<file path="src/rtl/sfr_bank.sv">
// sfr_bank: bank of bit-addressable 8051 SFRs with byte/bit access and hardware load.
// Define SFR_BANK_TIMED_ACCESS_EN to build the timed-access (TA) write guard.
module sfr_bank #(
    parameter int unsigned NUM_REGS    = 4,
    parameter logic [7:0]  BASE_ADDR   = 8'hF0,
    parameter logic [7:0]  RESET_VALUE = 8'h00,
    parameter logic [15:0] PROT_MASK   = 16'h0000,
    parameter logic [7:0]  TA_ADDR     = 8'hC7,
    parameter int unsigned TA_WINDOW   = 3
) (
    input  logic                  clock,
    input  logic                  reset,
    input  logic [7:0]            addr,
    input  logic [7:0]            data_in,
    input  logic                  write_en,
    input  logic                  write_bit_en,
    input  logic                  bit_in,
    input  logic                  rd_en,
    input  logic                  rd_bit_en,
    input  logic [NUM_REGS-1:0]   hw_we,
    input  logic [8*NUM_REGS-1:0] hw_data,
    output logic [7:0]            data_out,
    output logic                  bit_out,
    output logic                  rd_hit,
    output logic [8*NUM_REGS-1:0] regs_flat,
    output logic                  ta_open,
    output logic                  prot_err
);

    logic [7:0]          regs_q [NUM_REGS];
    logic [7:0]          regs_d [NUM_REGS];
    logic [NUM_REGS-1:0] sw_wr;
    logic [NUM_REGS-1:0] wr_ok;
    logic [7:0]          data_out_q;
    logic                bit_out_q;
    logic                rd_hit_q;
    logic                rd_sel;
    logic [7:0]          rd_byte;
    logic                rd_bit;
    logic                ta_sel;

`ifdef SFR_BANK_TIMED_ACCESS_EN
    typedef enum logic [1:0] {
        TA_IDLE,
        TA_ARMED,
        TA_OPEN
    } ta_state_e;

    localparam logic [NUM_REGS-1:0] PROT = PROT_MASK[NUM_REGS-1:0];

    ta_state_e  ta_state_q;
    logic [3:0] ta_cnt_q;
    logic       ta_open_q;
    logic       prot_err_q;
    logic       ta_byte_wr;
    logic       prot_drop;
    logic       prot_used;

    assign ta_sel     = addr == TA_ADDR;
    assign ta_byte_wr = write_en & ~write_bit_en & ta_sel;
    assign wr_ok      = sw_wr & (~PROT | {NUM_REGS{ta_open_q}});
    assign prot_drop  = |(sw_wr & PROT & ~{NUM_REGS{ta_open_q}});
    assign prot_used  = |(sw_wr & PROT) & ta_open_q;

    always_ff @(posedge clock or posedge reset) begin
        if (reset) begin
            ta_state_q <= TA_IDLE;
            ta_cnt_q   <= 4'd0;
            ta_open_q  <= 1'b0;
            prot_err_q <= 1'b0;
        end else begin
            prot_err_q <= prot_drop;
            unique case (ta_state_q)
                TA_IDLE: begin
                    if (ta_byte_wr && data_in == 8'hAA) begin
                        ta_state_q <= TA_ARMED;
                        ta_cnt_q   <= 4'(TA_WINDOW);
                    end
                end
                TA_ARMED: begin
                    if (ta_byte_wr && data_in == 8'h55) begin
                        ta_state_q <= TA_OPEN;
                        ta_cnt_q   <= 4'(TA_WINDOW);
                        ta_open_q  <= 1'b1;
                    end else if (write_en || ta_cnt_q == 4'd1) begin
                        ta_state_q <= TA_IDLE;
                        ta_cnt_q   <= 4'd0;
                    end else begin
                        ta_cnt_q <= ta_cnt_q - 4'd1;
                    end
                end
                TA_OPEN: begin
                    // one protected write per unlock, or until the budget runs out
                    if (prot_used || ta_cnt_q == 4'd1) begin
                        ta_state_q <= TA_IDLE;
                        ta_cnt_q   <= 4'd0;
                        ta_open_q  <= 1'b0;
                    end else begin
                        ta_cnt_q <= ta_cnt_q - 4'd1;
                    end
                end
                default: begin
                    ta_state_q <= TA_IDLE;
                    ta_cnt_q   <= 4'd0;
                    ta_open_q  <= 1'b0;
                end
            endcase
        end
    end

    assign ta_open  = ta_open_q;
    assign prot_err = prot_err_q;
`else
    assign ta_sel   = 1'b0;
    assign wr_ok    = sw_wr;
    assign ta_open  = 1'b0;
    assign prot_err = 1'b0;
`endif

    always_comb begin
        logic [7:0] ra;
        ra      = 8'h00;
        rd_sel  = 1'b0;
        rd_byte = 8'h00;
        rd_bit  = 1'b0;
        for (int i = 0; i < NUM_REGS; i++) begin
            ra = BASE_ADDR + 8'(8 * i);
            sw_wr[i] = write_en & ~ta_sel &
                       (write_bit_en ? addr[7:3] == ra[7:3] : addr == ra);
            if (!rd_bit_en && addr == ra) begin
                rd_sel  = 1'b1;
                rd_byte = regs_q[i];
            end
            if (rd_bit_en && addr[7:3] == ra[7:3]) begin
                rd_sel = 1'b1;
                rd_bit = regs_q[i][addr[2:0]];
            end
        end
`ifdef SFR_BANK_TIMED_ACCESS_EN
        if (!rd_bit_en && ta_sel) begin
            rd_sel  = 1'b1;
            rd_byte = {7'b0, ta_open_q};
        end
`endif
    end

    always_comb begin
        for (int i = 0; i < NUM_REGS; i++) begin
            regs_d[i] = regs_q[i];
            // an accepted software write wins over the hardware load
            if (wr_ok[i]) begin
                if (write_bit_en) begin
                    regs_d[i][addr[2:0]] = bit_in;
                end else begin
                    regs_d[i] = data_in;
                end
            end else if (hw_we[i]) begin
                regs_d[i] = hw_data[8*i +: 8];
            end
        end
    end

    always_ff @(posedge clock or posedge reset) begin
        if (reset) begin
            for (int i = 0; i < NUM_REGS; i++) begin
                regs_q[i] <= RESET_VALUE;
            end
            data_out_q <= 8'h00;
            bit_out_q  <= 1'b0;
            rd_hit_q   <= 1'b0;
        end else begin
            for (int i = 0; i < NUM_REGS; i++) begin
                regs_q[i] <= regs_d[i];
            end
            if (rd_en) begin
                rd_hit_q <= rd_sel;
                if (!rd_sel) begin
                    data_out_q <= 8'h00;
                    bit_out_q  <= 1'b0;
                end else if (rd_bit_en) begin
                    bit_out_q <= rd_bit;
                end else begin
                    data_out_q <= rd_byte;
                end
            end
        end
    end

    for (genvar i = 0; i < NUM_REGS; i++) begin : g_flat
        assign regs_flat[8*i +: 8] = regs_q[i];
        if (8'(BASE_ADDR + 8 * i) == TA_ADDR) begin : g_clash
            $error("sfr_bank: TA_ADDR overlaps a bank register");
        end
    end

    if (BASE_ADDR[2:0] != 3'd0) begin : g_bad_base
        $error("sfr_bank: BASE_ADDR must be 8-byte aligned");
    end
    if (NUM_REGS < 1 || NUM_REGS > 16) begin : g_bad_num
        $error("sfr_bank: NUM_REGS out of range");
    end
    if (TA_WINDOW < 1 || TA_WINDOW > 15) begin : g_bad_win
        $error("sfr_bank: TA_WINDOW out of range");
    end
    if ((32'(PROT_MASK) >> NUM_REGS) != 0) begin : g_bad_mask
        $error("sfr_bank: PROT_MASK names registers outside the bank");
    end

    assign data_out = data_out_q;
    assign bit_out  = bit_out_q;
    assign rd_hit   = rd_hit_q;

endmodule

</file>
<file path="config.mk">
export PLATFORM = sky130hd
export DESIGN_NAME = sfr_bank
export DESIGN_NICKNAME = d
export VERILOG_FILES = /design/src/rtl/sfr_bank.sv
export SDC_FILE = /design/constraint.sdc
export NUM_CORES = 1
export LEC_CHECK = 0
export ABC_CLOCK_PERIOD_IN_PS = 1760
export CAP_MARGIN = 20
export CORE_MARGIN = 2
export CORE_UTILIZATION = 46
export DETAILED_ROUTE_END_ITERATION = 16
export GPL_TIMING_DRIVEN = 0
export PLACE_DENSITY = 0.83
export SETUP_SLACK_MARGIN = 0.2
export SLEW_MARGIN = 40
export SYNTH_ARGS = -nofsm -noshare
export SYNTH_HDL_FRONTEND = slang
export SYNTH_SLANG_ARGS = --single-unit
</file>
<file path="constraint.sdc">
create_clock -name clock -period 1.76 [get_ports clock]
set_input_delay 0.176 -clock clock [delete_from_list [all_inputs] [get_ports clock]]
set_output_delay 0.176 -clock clock [all_outputs]
set_load 0.02 [all_outputs]
</file>
==> impl_table.tex <==
\begin{tabular}{lr}
\hline
Metric & Value \\
\hline
\multicolumn{2}{l}{\textbf{Run status}} \\
\quad Status & complete, no violations \\
\multicolumn{2}{l}{\textbf{Cells and area}} \\
\quad Share of final-layout standard cells stronger than drive strength 1 & 0.2250 \\
\quad Area Overhead vs Synth & 52.54\% \\
\quad Area taken by flip-flops and latches & 1056 um\^{}2 \\
\quad Area of combinational cells with multiple inputs & 1841 um\^{}2 \\
\quad Final nets & 538 \\
\quad \# fillers & 494 \\
\quad Final Core Density & 0.7136 \\
\quad Antenna cells & 0 \\
\multicolumn{2}{l}{\textbf{Logic synthesis}} \\
\quad YS warnings & 0 \\
\quad Proportion of register bits with asynchronous set or reset after synthesis & 1.000 \\
\quad Leading cell type by number of instances after synthesis & sky130\_fd\_sc\_hd\_\_o21ai\_0 \\
\quad Average instance area after synthesis & 8.226 um\^{}2 \\
\quad Synthesis-stage register bit count & 42 \\
\quad Predominant post-synthesis flop cell & sky130\_fd\_sc\_hd\_\_dfrtp\_1 \\
\quad Post-synthesis cell area & 2937 um\^{}2 \\
\quad Commonest cells in the netlist & 60 x sky130\_fd\_sc\_hd\_\_o21ai\_0, 42 x sky130\_fd\_sc\_hd\_\_dfrtp\_1, 42 x sky130\_fd\_sc\_hd\_\_nor2\_1 \\
\quad Top cell type by total area after synthesis & sky130\_fd\_sc\_hd\_\_dfrtp\_1 \\
\quad Netlist cell types & 48 \\
\quad Post-synth EDFFs & 0 \\
\quad Cells taking the most area after synthesis & sky130\_fd\_sc\_hd\_\_dfrtp\_1 36\%, sky130\_fd\_sc\_hd\_\_o21ai\_0 10\%, sky130\_fd\_sc\_hd\_\_a221oi\_1 8.9\% \\
\quad Top-area cell type share of the netlist area & 0.3579 \\
\quad Syn Inst Count & 357 \\
\quad Sequential-to-total area share from yosys stat & 0.3579 \\
\multicolumn{2}{l}{\textbf{Pwr}} \\
\quad Power Density & 589.6 nW/um\^{}2 \\
\quad Total power draw & 2.641 mW \\
\quad Maximum ir drop on the vdd rail & 0.3279 mV \\
\quad Share of total power in the clock network & 0.241 \\
\quad Switching share of total power & 0.3458 \\
\quad Static Leakage & 1.893 nW \\
\quad Proportion of power drawn by flip-flops and latches & 0.425 \\
\quad Comb power frac & 0.334 \\
\quad Net switching power & 0.9133 mW \\
\quad Cell internal pwr & 1.728 mW \\
\multicolumn{2}{l}{\textbf{Clocking}} \\
\quad Root buffer cell & sky130\_fd\_sc\_hd\_\_clkbuf\_8 \\
\quad Count of H-tree levels built during CTS & 2 \\
\quad Clk Latency, worst-skew pair & 0.31 ns \\
\quad Maximum clock path buffer count & 2 \\
\quad Clock net sink count & 42 \\
\quad Cts-stage hold buffer count & 0 \\
\quad Worst-path clk slew & 0.08 ns \\
\quad Number of buffers inserted during clock tree synthesis & 5 \\
\quad TritonCTS clock tree & built \\
\multicolumn{2}{l}{\textbf{Global routing}} \\
\quad Wire length of the first global-routing pass & 17,240 um \\
\quad Maximum number of pins on one net before global-route repair & 43 \\
\quad Gr ovfl total & 0 \\
\quad Antenna violations before repair & 0 \\
\quad Total GRT Usage & 0.3110 \\
\quad Vias in the first global route & 3,271 \\
\multicolumn{2}{l}{\textbf{Routing}} \\
\quad Average via count per standard cell & 6.332 \\
\quad Detail Route Antenna Nets & 0 \\
\quad DRC Markers & 0 \\
\quad DRC violation total after the first TritonRoute iteration & 487 \\
\quad Avg WL per Cell & 20.50 um \\
\quad Number of vias after detailed routing & 3,527 \\
\quad Sum of routed wire length over all layers & 11,420 um \\
\quad Pre-antenna DRT Iters & 6 \\
\multicolumn{2}{l}{\textbf{Floorplanning}} \\
\quad Effective utilization at floorplan & 0.4678 \\
\quad Std cell rows & 29 \\
\quad Die footprint & 7039 um\^{}2 \\
\quad Die X & 83.90 um \\
\quad Core Region & 6277 um\^{}2 \\
\quad Die Y-Extent & 83.90 um \\
\quad Number of I/O pins & 103 \\
\multicolumn{2}{l}{\textbf{Timing}} \\
\quad Peak clock frequency supported by timing & 593.5 MHz \\
\quad Fin crit period & 1.685 ns \\
\quad Setup repair after global routing missed its margin & true \\
\quad Final period util & 0.9573 \\
\quad Relative slew slack & 0.6474 \\
\quad Setup violators final & 0 \\
\quad Tightest Pin Transition & 0.5288 ns \\
\quad Final max-slew violation count & 0 \\
\quad Final Hold Violating Endpoints & 0 \\
\quad Worst clock skew on the final layout & 0.01318 ns \\
\multicolumn{2}{l}{\textbf{Setup path}} \\
\quad Arrival time worst endpoint & 1.87 ns \\
\quad Endpoint of the worst setup timing path & bit\_out \\
\quad Worst r2r dst & bit\_out \\
\quad Worst path slowest cell & sky130\_fd\_sc\_hd\_\_mux4\_2 \\
\quad Highest cell delay on the worst timing path & 0.47 ns \\
\quad Launch point of the worst reg-to-reg path & regs\_flat[19] \\
\quad Path type of the worst setup path & register to register \\
\quad Number of logic stages on the critical path including buffering & 5 \\
\quad Critical path origin & regs\_flat[19] \\
\quad Critical path data required time & 1.94 ns \\
\quad Kind of end point of the critical path & register \\
\quad Kind of cell adding the most delay to the critical path & compound AO/OA/AOI/OAI gates \\
\quad Worst Reg-to-Reg Cells & 5 \\
\quad CP Buf/Inv Count & 0 \\
\quad Setup slack of the most critical reg-to-reg path & 0.08 ns \\
\quad Startpoint type of the worst setup path & register \\
\quad Worst path cell trace & mux4\_2 -> nor2b\_4 -> a211oi\_2 -> a311oi\_2 -> a211o\_1 \\
\quad Worst-path maximum fanout & 2 \\
\multicolumn{2}{l}{\textbf{Place}} \\
\quad Routability congestion estimate from global placement & 1.006 \\
\quad Port bufs & 98 \\
\quad Post-detailed-placement half-perimeter wirelength & 8265 um \\
\multicolumn{2}{l}{\textbf{Min path}} \\
\quad Class of the most critical hold timing path & primary input to asynchronous set/reset pin \\
\multicolumn{2}{l}{\textbf{Flow run}} \\
\quad Max cap viols & 0 \\
\hline
\end{tabular}
==> per-layer routing <==
| layer | routed length (um) | global-route usage |
|---|---|---|
| met5 | 0 | 0 |
| met4 | 254 | 0.07771 |
| met3 | 1136 | 0.04055 |
| met2 | 5532 | 0.5207 |
| met1 | 4494 | 0.4278 |
==> metrics by stage <==
stage / std cells / hold slack, ns / cell area, um^2 / worst slack, ns / setup TNS, ns
5_1_grt: 557 / 0.3186 / 4479 / 0.09440 / 0
6_report: 557 / 0.2602 / 4479 / 0.07511 / 0
3_5_place_dp: 533 / 0.4862 / 4029 / -0.6625 / -18.35
2_1_floorplan: 358 / 0.2833 / 2949 / 0.2025 / 0
3_3_place_gp: 533 / 0.4660 / 4026 / -0.5841 / -27.79
4_1_cts: 554 / 0.2831 / 4329 / 0.1197 / 0
==> cell usage in the layout (no fill, tap or decap), drive strengths merged, types with 2 or more instances in the layout <==
cell	instances
a211o	2
a211oi	2
a21oi	11
a221oi	30
a22oi	8
a2bb2oi	7
a311oi	2
buf	32
clkbuf	14
clkdlybuf4s50	78
clkinv	2
conb	2
dfrtp	42
dlygate4sd2	3
dlymetal6s2s	11
inv	36
mux2	2
mux2i	7
mux4	2
nand2	20
nand2b	13
nand3	6
nand3b	2
nand4	4
nor2	44
nor2b	5
nor3	3
nor3b	2
nor4	2
o2111ai	5
o211ai	2
o21ai	67
o31ai	3
==> power by group through the flow <==
| stage | clock network [mW] | registers, mW | logic (mW) |
|---|---|---|---|
| final | 0.637 | 1.12 | 0.883 |
| after detailed placement | 0 | 1.14 | 0.784 |
| after floorplan | 0 | 1.20 | 0.303 |
| after CTS | 0.638 | 1.12 | 0.842 |
| after global placement | 0 | 1.14 | 0.771 |
| after global routing | 0.663 | 1.13 | 0.933 |
==> cell families (layout without fill, tap and decap cells) <==
logic type	Yosys count	count (layout)	share of synthesized area
and+or+nand+nor	105	105	0.1862
buffers and inverters	55	177	0.08522
muxes	11	11	0.04815
DFF	42	42	0.3579
other	1	2	0.001277
AOI/OAI and AO/OA	143	143	0.3213
==> how the worst min path moves through the flow <==
stage                startpoint           to  cells past startpoint
finish                    reset  data_out[4]                      2
floorplan                 rd_en       rd_hit                      1
detailed placement  data_out[7]  data_out[7]                      2
global route              reset  data_out[4]                      2
global placement    data_out[7]  data_out[7]                      2
CTS                       reset  data_out[4]                      2
==> area by class of cell <==
class,count,area share
buffer,19,0.03659
multi-input combinational,261,0.4109
clock buffer,6,0.01620
sequential,42,0.2358
clock inverter,2,0.003073
inverter,36,0.03073
tap,77,0.02151
timing repair buffer,114,0.2453
==> what timing repair did <==
| item | 4_1_cts | 5_1_grt |
|---|---|---|
| gates resized for setup | 61 | 59 |
| cloned | 0 | 2 |
| pin swaps | 7 | 7 |
| setup buffers | 13 | 1 |
| setup endpoints to repair | 44 | 50 |
==> flip-flops by register name (all words and copies together) (netlist names) <==
signal and cells:
regs_flat 32, rd_hit 1, bit_out 1, data_out 8
(Power assumes the default switching activity.)
